`src/rtl/mem_stage_if.sv`:
```
// rtl/mem_stage_if.sv - bundle of the EX-side and data-memory-side signals of mem_stage
//
// Purpose : groups every handshake/bus signal of mem_stage so the stage and
//           its environment connect through one port.
// Modports: master - environment side (drives EX inputs, memory read data/ack)
//           slave  - mem_stage side (drives stall, memory request, writeback)
// Signals : in_valid/ins/result/rdata2 - EX result in, held while stall
//           stall                      - upstream must hold while high
//           dm_req/dm_we/dm_addr/dm_be/dm_wdata - data memory request
//           dm_rdata/dm_ack            - data memory response
//           out_valid/wdata/misalign/err - one-cycle writeback result

interface mem_stage_if;
    logic        in_valid;
    logic [31:0] ins;
    logic [31:0] result;
    logic [31:0] rdata2;
    logic        stall;
    logic        dm_req;
    logic        dm_we;
    logic [31:0] dm_addr;
    logic [3:0]  dm_be;
    logic [31:0] dm_wdata;
    logic [31:0] dm_rdata;
    logic        dm_ack;
    logic        out_valid;
    logic [31:0] wdata;
    logic        misalign;
    logic        err;

    modport master (
        output in_valid, ins, result, rdata2, dm_rdata, dm_ack,
        input  stall, dm_req, dm_we, dm_addr, dm_be, dm_wdata,
        input  out_valid, wdata, misalign, err
    );

    modport slave (
        input  in_valid, ins, result, rdata2, dm_rdata, dm_ack,
        output stall, dm_req, dm_we, dm_addr, dm_be, dm_wdata,
        output out_valid, wdata, misalign, err
    );
endinterface

```
`src/rtl/mem_stage.sv`:
```
// rtl/mem_stage.sv - pipeline memory stage: loads/stores to data memory with timeout
//
// Purpose : pass-through for non-memory instructions, alignment check, data
//           memory access with lane steering, load extraction and a wait
//           timeout that reports err instead of hanging the pipeline.
// Params  : TIMEOUT - ACCESS cycles allowed without dm_ack (1..255)
// Ports   : clk   - rising-edge clock
//           rst_n - asynchronous active-low reset
//           bus   - mem_stage_if.slave (EX inputs, memory bus, writeback)

module mem_stage #(
    parameter int unsigned TIMEOUT = 15
) (
    input  logic         clk,
    input  logic         rst_n,
    mem_stage_if.slave   bus
);

    localparam logic [5:0] OP_LB  = 6'h20;
    localparam logic [5:0] OP_LH  = 6'h21;
    localparam logic [5:0] OP_LW  = 6'h23;
    localparam logic [5:0] OP_LBU = 6'h24;
    localparam logic [5:0] OP_LHU = 6'h25;
    localparam logic [5:0] OP_SB  = 6'h28;
    localparam logic [5:0] OP_SH  = 6'h29;
    localparam logic [5:0] OP_SW  = 6'h2B;

    // Timeout fires on the edge that would make the count reach TIMEOUT.
    localparam logic [7:0] WAIT_LAST = 8'(TIMEOUT - 1);

    typedef enum logic [1:0] {
        IDLE   = 2'd0,
        ACCESS = 2'd1,
        RESP   = 2'd2
    } state_t;

    state_t      state;
    logic [7:0]  wait_cnt;
    logic [5:0]  cap_op;
    logic [31:0] cap_result;

    logic [5:0]  op;
    logic        is_mem;
    logic        is_store;
    logic        misal;
    logic [3:0]  be_c;
    logic [31:0] bwd_c;
    logic [15:0] lane;
    logic [31:0] load_data;
    logic        unused_ins;

    assign op         = bus.ins[31:26];
    assign unused_ins = ^bus.ins[25:0];
    assign bus.stall  = (state != IDLE);

    // Decode of the instruction presented by EX.
    always_comb begin
        is_mem = 1'b1;
        misal  = 1'b0;
        be_c   = 4'b0000;
        bwd_c  = 32'h0;
        case (op)
            OP_LB, OP_LBU, OP_SB: begin
                be_c  = 4'b0001 << bus.result[1:0];
                bwd_c = {4{bus.rdata2[7:0]}};
            end
            OP_LH, OP_LHU, OP_SH: begin
                misal = bus.result[0];
                be_c  = bus.result[1] ? 4'b1100 : 4'b0011;
                bwd_c = {2{bus.rdata2[15:0]}};
            end
            OP_LW, OP_SW: begin
                misal = |bus.result[1:0];
                be_c  = 4'b1111;
                bwd_c = bus.rdata2;
            end
            default: is_mem = 1'b0;
        endcase
        is_store = (op == OP_SB) || (op == OP_SH) || (op == OP_SW);
    end

    // Bring the addressed lane down to bit 0, then extend by load type.
    always_comb begin
        lane = 16'(bus.dm_rdata >> {cap_result[1:0], 3'b000});
        case (cap_op)
            OP_LB:   load_data = {{24{lane[7]}}, lane[7:0]};
            OP_LBU:  load_data = {24'h0, lane[7:0]};
            OP_LH:   load_data = {{16{lane[15]}}, lane[15:0]};
            OP_LHU:  load_data = {16'h0, lane[15:0]};
            default: load_data = bus.dm_rdata;
        endcase
    end

    always_ff @(posedge clk or negedge rst_n) begin
        if (!rst_n) begin
            state         <= IDLE;
            wait_cnt      <= 8'h0;
            cap_op        <= 6'h0;
            cap_result    <= 32'h0;
            bus.dm_req    <= 1'b0;
            bus.dm_we     <= 1'b0;
            bus.dm_addr   <= 32'h0;
            bus.dm_be     <= 4'h0;
            bus.dm_wdata  <= 32'h0;
            bus.out_valid <= 1'b0;
            bus.wdata     <= 32'h0;
            bus.misalign  <= 1'b0;
            bus.err       <= 1'b0;
        end else begin
            bus.out_valid <= 1'b0;
            bus.misalign  <= 1'b0;
            bus.err       <= 1'b0;
            case (state)
                IDLE: begin
                    if (bus.in_valid) begin
                        if (!is_mem) begin
                            bus.out_valid <= 1'b1;
                            bus.wdata     <= bus.result;
                        end else if (misal) begin
                            bus.out_valid <= 1'b1;
                            bus.misalign  <= 1'b1;
                            bus.wdata     <= 32'h0;
                        end else begin
                            state        <= ACCESS;
                            wait_cnt     <= 8'h0;
                            cap_op       <= op;
                            cap_result   <= bus.result;
                            bus.dm_req   <= 1'b1;
                            bus.dm_we    <= is_store;
                            bus.dm_addr  <= {bus.result[31:2], 2'b00};
                            bus.dm_be    <= be_c;
                            bus.dm_wdata <= bwd_c;
                        end
                    end
                end
                ACCESS: begin
                    // An ack arriving on the timeout cycle still completes normally.
                    if (bus.dm_ack) begin
                        state         <= RESP;
                        bus.dm_req    <= 1'b0;
                        bus.out_valid <= 1'b1;
                        bus.wdata     <= bus.dm_we ? cap_result : load_data;
                    end else begin
                        wait_cnt <= wait_cnt + 8'h1;
                        if (wait_cnt == WAIT_LAST) begin
                            state         <= RESP;
                            bus.dm_req    <= 1'b0;
                            bus.out_valid <= 1'b1;
                            bus.err       <= 1'b1;
                            bus.wdata     <= 32'h0;
                        end
                    end
                end
                default: state <= IDLE;
            endcase
        end
    end

endmodule

```
`src/flat_wrapper.sv`:
```
// flat-port wrapper written by rule: the top's interface ports become plain ports
module mem_stage_flat 
#(
    parameter int unsigned TIMEOUT = 15
)
  (clk, rst_n, bus_in_valid, bus_ins, bus_result, bus_rdata2, bus_dm_rdata, bus_dm_ack, bus_stall, bus_dm_req, bus_dm_we, bus_dm_addr, bus_dm_be, bus_dm_wdata, bus_out_valid, bus_wdata, bus_misalign, bus_err);
  mem_stage_if bus_i ();
  input  logic clk;
  input  logic rst_n;
  input wire logic [$bits(bus_i.in_valid)-1:0] bus_in_valid;
  input wire logic [$bits(bus_i.ins)-1:0] bus_ins;
  input wire logic [$bits(bus_i.result)-1:0] bus_result;
  input wire logic [$bits(bus_i.rdata2)-1:0] bus_rdata2;
  input wire logic [$bits(bus_i.dm_rdata)-1:0] bus_dm_rdata;
  input wire logic [$bits(bus_i.dm_ack)-1:0] bus_dm_ack;
  output wire logic [$bits(bus_i.stall)-1:0] bus_stall;
  output wire logic [$bits(bus_i.dm_req)-1:0] bus_dm_req;
  output wire logic [$bits(bus_i.dm_we)-1:0] bus_dm_we;
  output wire logic [$bits(bus_i.dm_addr)-1:0] bus_dm_addr;
  output wire logic [$bits(bus_i.dm_be)-1:0] bus_dm_be;
  output wire logic [$bits(bus_i.dm_wdata)-1:0] bus_dm_wdata;
  output wire logic [$bits(bus_i.out_valid)-1:0] bus_out_valid;
  output wire logic [$bits(bus_i.wdata)-1:0] bus_wdata;
  output wire logic [$bits(bus_i.misalign)-1:0] bus_misalign;
  output wire logic [$bits(bus_i.err)-1:0] bus_err;
  assign bus_i.in_valid = bus_in_valid;
  assign bus_i.ins = bus_ins;
  assign bus_i.result = bus_result;
  assign bus_i.rdata2 = bus_rdata2;
  assign bus_i.dm_rdata = bus_dm_rdata;
  assign bus_i.dm_ack = bus_dm_ack;
  assign bus_stall = bus_i.stall;
  assign bus_dm_req = bus_i.dm_req;
  assign bus_dm_we = bus_i.dm_we;
  assign bus_dm_addr = bus_i.dm_addr;
  assign bus_dm_be = bus_i.dm_be;
  assign bus_dm_wdata = bus_i.dm_wdata;
  assign bus_out_valid = bus_i.out_valid;
  assign bus_wdata = bus_i.wdata;
  assign bus_misalign = bus_i.misalign;
  assign bus_err = bus_i.err;
  mem_stage #(.TIMEOUT(TIMEOUT)) u_core (.clk(clk), .rst_n(rst_n), .bus(bus_i));
endmodule
```
`config.mk`:
```
export PLATFORM = sky130hd
export DESIGN_NAME = mem_stage_flat
export DESIGN_NICKNAME = d
export VERILOG_FILES = /design/src/rtl/mem_stage_if.sv /design/src/rtl/mem_stage.sv /design/src/flat_wrapper.sv
export SDC_FILE = /design/constraint.sdc
export NUM_CORES = 1
export LEC_CHECK = 0
export ABC_AREA = 1
export CAP_MARGIN = 40
export CORE_MARGIN = 2
export CORE_UTILIZATION = 51
export CTS_BUF_LIST = sky130_fd_sc_hd__clkbuf_8
export DETAILED_ROUTE_END_ITERATION = 7
export PLACE_DENSITY = 0.95
export SYNTH_ARGS = -nofsm -noshare
export SYNTH_HDL_FRONTEND = slang
export SYNTH_SLANG_ARGS = --single-unit
```
`constraint.sdc`:
```
create_clock -name clk -period 3.8 [get_ports clk]
set_clock_uncertainty 0.2 [all_clocks]
set_input_delay 0.57 -clock clk [delete_from_list [all_inputs] [get_ports clk]]
set_output_delay 0.57 -clock clk [all_outputs]
set_load 0.03 [all_outputs]
```
==> results.sh <==
export IMPL_overflow=0
export IMPL_crit_buf_inv=1
export IMPL_yosys_area_top_type="dfrtp_1"
export IMPL_multiInputGateArea_mm2=0.00318
export IMPL_place_ws_ns=0.742
export IMPL_reg2reg_from="u_core.cap_result[0]"
export IMPL_hold_viol=1
export IMPL_place_congestion=0.882
export IMPL_crit_required_ns=3.93
export IMPL_fill_cells=1066
export IMPL_synthCells=990
export IMPL_postCtsHoldBufs=0
export IMPL_syn2layout_area_growth_pct=32.4
export IMPL_yosysUniqueCellTypes=36
export IMPL_worst_endpoint_arrival_ns=2.91
export IMPL_cts_buffer_depth=2
export IMPL_p_clk_frac=0.219
export IMPL_firstDrtPassIters=5
export IMPL_cts_resized=0
export IMPL_drv_slew=0
export IMPL_place_detailed_hpwl_um=15100
export IMPL_critical_path_max_fanout=33
export IMPL_cp_top_family="simple AND/OR/NAND/NOR gates"
export IMPL_layout_min_cycle_time_ns=2.78
export IMPL_grt_pass1_vias=6826
export IMPL_wl_per_cell_um=15.9
export IMPL_status="finished with violations"
export IMPL_post_route_period_util=0.732
export IMPL_yosys_warnings=0
export IMPL_io_pins=238
export IMPL_power_frac_seq=0.356
export IMPL_startpoint_type="register"
export IMPL_fp_dieArea_mm2=0.0148
export IMPL_register_area_mm2=0.00303
export IMPL_drv_cap=0
export IMPL_die_w_um=121
export IMPL_p_per_area_mw_per_mm2=532
export IMPL_setup_tns_final_ns=0
export IMPL_cts_root_buf="clkbuf_8"
export IMPL_vias_per_cell=5.36
export IMPL_grt_pass1_wl_um=34200
export IMPL_async_flop_share=1.00
export IMPL_failed_checks="hold timing"
export IMPL_cts_tree="yes"
export IMPL_synth_seq_cells=121
export IMPL_path_clk_slew_ns=0.07
export IMPL_syn_avg_cell_area_um2=7.11
export IMPL_start_util=0.527
export IMPL_cts_setup_buffers=0
export IMPL_seq_area_frac_synth=0.430
export IMPL_route_detailed_drc=0
export IMPL_tightest_slew_ns=0.913
export IMPL_fin_nets=1283
export IMPL_hp_class="primary input to async pin"
export IMPL_numCtsBuffers=17
export IMPL_synth_flop_cell="dfrtp_1"
export IMPL_antenna_found_initial=0
export IMPL_startpoint="u_core.cap_result[0]"
export IMPL_internal_power_mw=2.92
export IMPL_instances_no_fill=1337
export IMPL_routed_wl_um=21200
export IMPL_drt_iter0_drc=623
export IMPL_clock_sinks=121
export IMPL_vias=7171
export IMPL_fmax_mhz=359
export IMPL_p_sw_frac=0.411
export IMPL_setup_viol=0
export IMPL_path_cells="inv_2 > nand2_1 > nand3_1 > nand3_2 > nand3_2 > nand2_1 > nand2_1 > nand2_1 > a21oi_2"
export IMPL_core_mm2=0.0133
export IMPL_p_switching_mw=2.04
export IMPL_rsz0062_at_grt="no"
export IMPL_hold_ws_ns=-0.00496
export IMPL_synth_edf_count=0
export IMPL_syn_area_mm2=0.00704
export IMPL_synth_top_area_share=0.430
export IMPL_end_kind="register"
export IMPL_ir_drop_mv=0.260
export IMPL_insertion_delay_ns=0.45
export IMPL_finalWorstSetupSlack_ns=1.02
export IMPL_p_leak_nw=4.40
export IMPL_drive_gt1_frac=0.0741
export IMPL_grt_start_max_net_pins=80
export IMPL_grt_usage=0.297
export IMPL_critPathKind="register to register"
export IMPL_yosys_top_cells_area="dfrtp_1 43%, nand2_1 17%, o21ai_0 5.3%"
export IMPL_dp_cells=1306
export IMPL_ant_nets=0
export IMPL_diodes=0
export IMPL_combPwrFrac=0.425
export IMPL_portBuffers=209
export IMPL_num_rows=42
export IMPL_slowest_delay_ns=0.95
export IMPL_cts_htree_levels=4
export IMPL_fp_dieH_um=121
export IMPL_slew_headroom=0.392
export IMPL_cp_slowest_cell="dfrtp_1"
export IMPL_crit_top_cell="nand2_1"
registers in the layout, indices dropped and copies added, names as in the netlist:
register	flops
u_core.bus.dm_wdata	32
u_core.bus.wdata	32
u_core.cap_result	31
u_core.wait_cnt	8
u_core.cap_op	6
u_core.bus.dm_be	4
u_core.state	2
u_core.bus.dm_addr	1
u_core.bus.dm_req	1
u_core.bus.dm_we	1
u_core.bus.err	1
u_core.bus.misalign	1
u_core.bus.out_valid	1
power by group through the flow:
| stage | sequential, mW | combinational [mW] | clock [mW] |
|---|---|---|---|
| floorplan | 1.95 | 1.21 | 0 |
| global placement | 1.77 | 2.05 | 0 |
| detailed placement | 1.77 | 2.10 | 0 |
| CTS | 1.76 | 2.10 | 1.10 |
| global route | 1.79 | 2.29 | 1.15 |
| finish | 1.76 | 2.11 | 1.09 |
synthesized netlist by cell type, drive strengths merged (5+ instances only):
cell type,instances
o21ai,93
clkbuf,19
nand3,56
or2,8
a21oi,78
dfrtp,121
a22o,5
nor2,106
nand4,10
inv,82
buf,64
o211ai,6
nand2,328
routing by layer:
metal | track usage | wire, um | up-vias
met3 | 0.0832 | 2190 | 49
li1 | - | - | 3436
met1 | 0.365 | 8380 | 3292
met2 | 0.496 | 10200 | 394
met5 | 0 | 0 | -
met4 | 0.115 | 507 | 0
through the flow:
| step | power (mW) | utilization | instance area [um2] | hold slack (ns) |
|---|---|---|---|---|
| global route | 5.23 | 0.698 | 9310 | 0.0342 |
| finish | 4.95 | 0.698 | 9310 | -0.00496 |
| floorplan | 3.16 | - | 7040 | 0.0744 |
| detailed placement | 3.87 | 0.670 | 8950 | 0.262 |
| CTS | 4.96 | 0.698 | 9310 | 0.00462 |
| global placement | 3.81 | 0.670 | 8950 | 0.254 |
cells in the final DEF (no fill, tap or decap):
| cell | netlist | layout |
|---|---|---|
| o21ai_0 | 75 | 75 |
| a22o_1 | 5 | 5 |
| nand3_2 | 5 | 5 |
| clkdlybuf4s50_1 | 0 | 208 |
| nor2_4 | 3 | 3 |
| a21oi_1 | 71 | 71 |
| conb_1 | 1 | 2 |
| nor3_2 | 1 | 1 |
| o211ai_1 | 6 | 6 |
| clkinv_2 | 0 | 5 |
| nand2_2 | 1 | 1 |
| dfrtp_1 | 121 | 121 |
| inv_2 | 5 | 5 |
| nand4_1 | 9 | 9 |
| a31oi_1 | 3 | 3 |
| nand2_1 | 326 | 326 |
| nand4_2 | 1 | 1 |
| nand2_4 | 1 | 1 |
| or2_2 | 7 | 7 |
| clkinvlp_4 | 0 | 2 |
| buf_4 | 38 | 13 |
| nor3_1 | 2 | 2 |
| nor2_1 | 93 | 93 |
| ha_1 | 2 | 2 |
| a21oi_2 | 7 | 7 |
| clkbuf_8 | 0 | 21 |
| nor2_2 | 10 | 10 |
| or2_4 | 1 | 1 |
| clkinv_1 | 2 | 2 |
| bufinv_16 | 0 | 1 |
| buf_12 | 0 | 1 |
| nand3_1 | 51 | 51 |
| xor2_1 | 3 | 3 |
| inv_1 | 76 | 78 |
| inv_4 | 1 | 1 |
| o21ai_1 | 18 | 18 |
worst reg2reg max path, cell delays in order, from the launching register on:
cell	delay [ns]
dfrtp_1	0.95
inv_2	0.29
nand2_1	0.12
nand3_1	0.11
nand3_2	0.26
nand3_2	0.34
nand2_1	0.17
nand2_1	0.08
nand2_1	0.11
a21oi_2	0.05
logic make-up (layout without fill, tap and decap cells):
logic type	count (synthesis)	after routing	synth area share
xor+xnor	3	3	0.00374
buf+inv	167	337	0.118
simple gates	511	511	0.303
flops	121	121	0.430
compound gates	185	185	0.141
fa+ha+maj	2	2	0.00356
other cells	1	2	0.000533
final timing paths:
path | endpoint | slack [ns] | cells past startpoint
hold reg to reg | u_core.bus.dm_wdata[21] | 0.27 | 2
setup reg to reg | u_core.bus.wdata[25] | 1.02 | 9
hold / removal | u_core.cap_result[13] | -0.005 | 1
setup / recovery | u_core.bus.wdata[25] | 1.02 | 9
max in group asynchronous | u_core.cap_result[28] | 2.47 | 2
min in group clk | u_core.bus.dm_wdata[21] | 0.27 | 2
final cells by class:
type / instances / area share
Inverter: 84 / 0.0341
Tap cell: 176 / 0.0236
Clock buffer: 21 / 0.0310
Sequential cell: 121 / 0.325
Clock inverter: 10 / 0.00833
Multi-Input combinational cell: 703 / 0.342
Timing Repair Buffer: 222 / 0.236
(Power assumes the default switching activity.)
